[config.mk]
export PLATFORM = sky130hd
export DESIGN_NAME = osc_voice_scheduler
export DESIGN_NICKNAME = d
export VERILOG_FILES = /design/src/rtl/synth_sched_pkg.sv /design/src/rtl/osc_voice_scheduler_tick_detect.sv /design/src/rtl/osc_voice_scheduler.sv
export SDC_FILE = /design/constraint.sdc
export NUM_CORES = 1
export LEC_CHECK = 0
export ABC_AREA = 1
export BUFFER_PORTS_ARGS = -buffer_cell sky130_fd_sc_hd__buf_4
export CAP_MARGIN = 20
export CORE_MARGIN = 2
export CORE_UTILIZATION = 48
export DETAILED_ROUTE_END_ITERATION = 6
export PLACE_DENSITY = 0.74
export SETUP_SLACK_MARGIN = 0.3
export SYNTH_ARGS = -nofsm -noshare
export SYNTH_HDL_FRONTEND = slang
export SYNTH_SLANG_ARGS = --single-unit
[constraint.sdc]
create_clock -name Sys_clk -period 1.6 [get_ports Sys_clk]
set_input_delay 0.32 -clock Sys_clk [delete_from_list [all_inputs] [get_ports Sys_clk]]
set_output_delay 0.32 -clock Sys_clk [all_outputs]
set_load 0.05 [all_outputs]
[src/rtl/synth_sched_pkg.sv]
// Shared types and default sizing for the oscillator voice scheduler.
package synth_sched_pkg;

  localparam int NUM_VOICES_DEF  = 8;
  localparam int VIDX_W_DEF      = 3;
  localparam int ACK_TIMEOUT_DEF = 15;
  localparam int WAIT_W          = 4;

  typedef enum logic [1:0] {
    IDLE = 2'd0,
    SCAN = 2'd1,
    REQ  = 2'd2,
    DONE = 2'd3
  } sched_state_t;

endpackage

[src/rtl/osc_voice_scheduler_tick_detect.sv]
// Enable-gated rising-edge detector for the synthesizer update clock; the tick is registered.
module syn_tick_detect (
  input  logic Sys_clk,
  input  logic Syn_rst,
  input  logic Syn_ce,
  input  logic Syn_clk,
  output logic Tick
);

  logic prev_reg;
  logic tick_reg;

  always_ff @(posedge Sys_clk) begin
    if (Syn_rst) begin
      prev_reg <= 1'b0;
      tick_reg <= 1'b0;
    end else if (Syn_ce) begin
      prev_reg <= Syn_clk;
      tick_reg <= Syn_clk & ~prev_reg;
    end
  end

  assign Tick = tick_reg;

endmodule

[src/rtl/osc_voice_scheduler.sv]
// Sweeps the enabled voices through the shared update datapath once per Syn_clk rise.
// Optional ack timeout is enabled by defining SCHED_ACK_TIMEOUT_EN.
module osc_voice_scheduler
  import synth_sched_pkg::*;
#(
  parameter int NUM_VOICES  = NUM_VOICES_DEF,
  parameter int VIDX_W      = VIDX_W_DEF,
  parameter int ACK_TIMEOUT = ACK_TIMEOUT_DEF
) (
  input  logic                  Sys_clk,
  input  logic                  Syn_rst,
  input  logic                  Syn_ce,
  input  logic                  Syn_clk,
  input  logic [NUM_VOICES-1:0] Voice_en,
  output logic                  Upd_req,
  output logic [VIDX_W-1:0]     Upd_voice,
  input  logic                  Upd_ack,
  output logic                  Sweep_done,
  output logic                  Busy,
  output logic                  Overrun,
  input  logic                  Ovr_clr,
  output logic                  Ack_err
);

  localparam logic [VIDX_W-1:0] LAST_IDX = VIDX_W'(NUM_VOICES - 1);
  localparam logic [VIDX_W-1:0] IDX_ONE  = VIDX_W'(1);

  sched_state_t          state_reg, state_next;
  logic [VIDX_W-1:0]     idx_reg, idx_next;
  logic [NUM_VOICES-1:0] mask_reg, mask_next;
  logic                  req_reg, req_next;
  logic [VIDX_W-1:0]     voice_reg, voice_next;
  logic                  done_reg, done_next;
  logic                  busy_reg, busy_next;
  logic                  overrun_reg, overrun_next;
  logic                  advance;
  logic                  tick;

`ifdef SCHED_ACK_TIMEOUT_EN
  localparam logic [WAIT_W-1:0] WAIT_LIMIT = WAIT_W'(ACK_TIMEOUT - 1);
  localparam logic [WAIT_W-1:0] WAIT_ONE   = WAIT_W'(1);
  logic [WAIT_W-1:0] wait_reg, wait_next;
  logic              ack_err_reg, ack_err_next;
`else
  logic unused_timeout;
  assign unused_timeout = (ACK_TIMEOUT != 0);
`endif

  syn_tick_detect u_tick_detect (
    .Sys_clk (Sys_clk),
    .Syn_rst (Syn_rst),
    .Syn_ce  (Syn_ce),
    .Syn_clk (Syn_clk),
    .Tick    (tick)
  );

  always_comb begin
    state_next   = state_reg;
    idx_next     = idx_reg;
    mask_next    = mask_reg;
    req_next     = req_reg;
    voice_next   = voice_reg;
    done_next    = 1'b0;
    overrun_next = overrun_reg;
    advance      = 1'b0;
`ifdef SCHED_ACK_TIMEOUT_EN
    wait_next    = wait_reg;
    ack_err_next = ack_err_reg;
    if (Ovr_clr) ack_err_next = 1'b0;
`endif
    // Clear first so a coincident set wins.
    if (Ovr_clr) overrun_next = 1'b0;
    if (tick && state_reg != IDLE) overrun_next = 1'b1;

    case (state_reg)
      IDLE: begin
        if (tick) begin
          mask_next  = Voice_en;
          idx_next   = '0;
          state_next = SCAN;
        end
      end
      SCAN: begin
        if (mask_reg[idx_reg]) begin
          state_next = REQ;
          req_next   = 1'b1;
          voice_next = idx_reg;
`ifdef SCHED_ACK_TIMEOUT_EN
          wait_next  = '0;
`endif
        end else if (idx_reg == LAST_IDX) begin
          state_next = DONE;
          done_next  = 1'b1;
        end else begin
          idx_next = idx_reg + IDX_ONE;
        end
      end
      REQ: begin
        advance = Upd_ack;
`ifdef SCHED_ACK_TIMEOUT_EN
        if (!Upd_ack) begin
          if (wait_reg == WAIT_LIMIT) begin
            advance      = 1'b1;
            ack_err_next = 1'b1;
          end else begin
            wait_next = wait_reg + WAIT_ONE;
          end
        end
`endif
        if (advance) begin
          req_next = 1'b0;
          if (idx_reg == LAST_IDX) begin
            state_next = DONE;
            done_next  = 1'b1;
          end else begin
            idx_next   = idx_reg + IDX_ONE;
            state_next = SCAN;
          end
        end
      end
      default: begin
        state_next = IDLE;
      end
    endcase

    busy_next = (state_next != IDLE);
  end

  always_ff @(posedge Sys_clk) begin
    if (Syn_rst) begin
      state_reg   <= IDLE;
      idx_reg     <= '0;
      mask_reg    <= '0;
      req_reg     <= 1'b0;
      voice_reg   <= '0;
      done_reg    <= 1'b0;
      busy_reg    <= 1'b0;
      overrun_reg <= 1'b0;
`ifdef SCHED_ACK_TIMEOUT_EN
      wait_reg    <= '0;
      ack_err_reg <= 1'b0;
`endif
    end else if (Syn_ce) begin
      state_reg   <= state_next;
      idx_reg     <= idx_next;
      mask_reg    <= mask_next;
      req_reg     <= req_next;
      voice_reg   <= voice_next;
      done_reg    <= done_next;
      busy_reg    <= busy_next;
      overrun_reg <= overrun_next;
`ifdef SCHED_ACK_TIMEOUT_EN
      wait_reg    <= wait_next;
      ack_err_reg <= ack_err_next;
`endif
    end
  end

  assign Upd_req    = req_reg;
  assign Upd_voice  = voice_reg;
  assign Sweep_done = done_reg;
  assign Busy       = busy_reg;
  assign Overrun    = overrun_reg;
`ifdef SCHED_ACK_TIMEOUT_EN
  assign Ack_err    = ack_err_reg;
`else
  assign Ack_err    = 1'b0;
`endif

endmodule

==> metrics.cfg <==
[drt]
drt_iter0_drc = 25
dr_total_vias = 1120
wl_um = 2880
first_pass_iters = 4
drtAntennaViolNets = 0
wl_per_cell_um = 13.4
viasPerCell = 5.21
drc_errors = 0

[synth]
ys_ff_latch = 22
synthDistinctLibCells = 23
syn_inst = 155
synth_commonest_cells = 30 x nand2_1, 24 x a21oi_1, 22 x dfxtp_1
synth-edff-count = 0
ys_warn_count = 0
syn_nets = 176
synthTopCellsByArea = dfxtp_1 40%, a21oi_1 11%, nand2_1 10%
synth_largest_area_cell = dfxtp_1
synth_ff_type = dfxtp_1
synth-seq-area-share_pct = 39.5
avgSynthCellArea_um2 = 7.19
syn-cell-area_mm2 = 0.00111
synth.most_common_cell = nand2_1
yosysTopAreaCellShare_pct = 39.5
async_flop_share_pct = 0

[finish]
largest_reg_flops = 8
final_nets = 209
syn_to_final_growth_pct = 52.6
final_layout_size_suffix_gt1_share_pct = 50.8
diodes = 0

[pwr]
p_leak_uw = 0.000699
powerDensity_mw_per_mm2 = 670
peakVddDrop_uv = 613

[sta]
setup_ws_ps = 82.2
setup_viol = 0
finalMaxSlewViolations = 0
fmaxAchievable_ghz = 0.659
tns_ps = 0
skew_ps = 9.40
fin_hold_ws_ps = 225
period_share_pct = 94.9
layout_min_cycle_time_ps = 1520
rsz0062_at_grt = true
hold_viol_final = 0

[placement]
gp_congestion = 0.863
portBuffers = 20
dp_hpwl_um = 1860
dpl_worst_slack_ps = 87.7

[run]
maxCapViolations = 0

[floorplanning]
die_h_um = 52.2
die_w_um = 52.2
dieArea_mm2 = 0.00272
io_pins = 22
coreArea_mm2 = 0.00221
placementRows = 17
initial_utilization_pct = 50.4

[clocking]
clkTransAtPathRegs_ps = 130
htreeDepth = 1
cts_sinks = 22
clk_path_buf_depth = 2
root_buffer = clkbuf_4
numCtsBuffers = 3
clk_latency_ps = 320
hold_buffers = 0
tritoncts = yes

[global_routing]
antenna_found_initial = 0
overflow = 0
gr-usage-all-layers_pct = 23.6
grt_pass1_wl_um = 4750
first_global_vias = 1067
grt_max_degree = 17

[worst_setup_path]
worstPathRequired_ps = 1830
arrival_ps = 1750
crit_fanout = 4
crit_path_start_kind = register
end_kind = register
setup.worst_path.class = register to register

[worst_hold_path]
holdCritPathClass = input port to register

[run_status]
status = finished, final reports clean

[cells in the final DEF, fill, tap and decap left out, types with 2 or more instances in the layout]
cell,count
a21oi_1,19
buf_4,32
dfxtp_1,18
a21oi_2,4
ha_2,2
inv_2,9
nand2_2,6
inv_4,3
nand3_4,5
nand3_2,7
nand2_4,7
dfxtp_4,4
ha_4,4
nor2_1,10
o21ai_1,4
nand3_1,2
nand2_1,18
clkbuf_4,3
o21ai_0,7
inv_1,9
o21ai_2,2
[kinds of logic after synthesis]
logic type / count (synthesis) / synth area share [%]
other: 1 / 0.336
adder cells (fa/ha/maj): 7 / 7.86
AO/OA/AOI/OAI: 40 / 18.7
buffers and inverters: 27 / 10.2
AND/OR/NAND/NOR: 58 / 23.3
flip-flops: 22 / 39.5
[path summary, 6_finish.rpt]
check	startpoint	end	slack (ps)	cells after the start
worst max register to register	idx_reg[0]	idx_reg[1]	80	9
worst min-delay path	Syn_rst	idx_reg[1]	230	2
worst max-delay path	idx_reg[0]	idx_reg[1]	80	9
worst min register to register	mask_reg[1]	mask_reg[1]	460	2
[stage by stage]
stage / util [%] / area, um^2 / power (uW) / std cells
floorplan: - / 1180 / 708 / 155
global placement: 60.4 / 1340 / 749 / 198
detailed placement: 60.4 / 1340 / 754 / 198
CTS: 70.4 / 1560 / 1100 / 211
global route: 76.9 / 1700 / 1190 / 215
finish: 76.9 / 1700 / 1140 / 215
[timing repair]
item                                    in CTS  in global routing
endpoints found under the setup margin      18                 19
setup buffers                                9                  4
resized for setup                           28                 30
pin swaps                                   14                 14
[layout make-up]
| cell class | instances | area (um^2) |
|---|---|---|
| Timing Repair Buffer | 33 | 260 |
| Inverter | 22 | 97.6 |
| Clock buffer | 4 | 36.3 |
| Multi-Input combinational cell | 106 | 817 |
| Tap cell | 28 | 35.0 |
| Sequential cell | 22 | 455 |
| Fill cell | 150 | 510 |
[worst max-delay path: stages, from the launching register on]
cell and delay [ps]:
dfxtp_4 400, ha_4 170, ha_2 170, nand2_1 70
inv_2 50, nor4_4 170, nand2_2 130, buf_4 140
nand2_1 60, a21oi_2 50
[power breakdown]
part           internal (uW)  switching [uW]
logic                    105             140
registers                562            14.6
clock network            139             178
[per-layer routing]
metal	routed length [um]	vias up	track usage, %
met5	0	-	0
met4	20	0	6.41
met3	67	2	3.43
met2	1530	19	40.9
met1	1270	533	30.5
li1	-	566	-
Note: power is estimated with default switching activity, not from simulation.
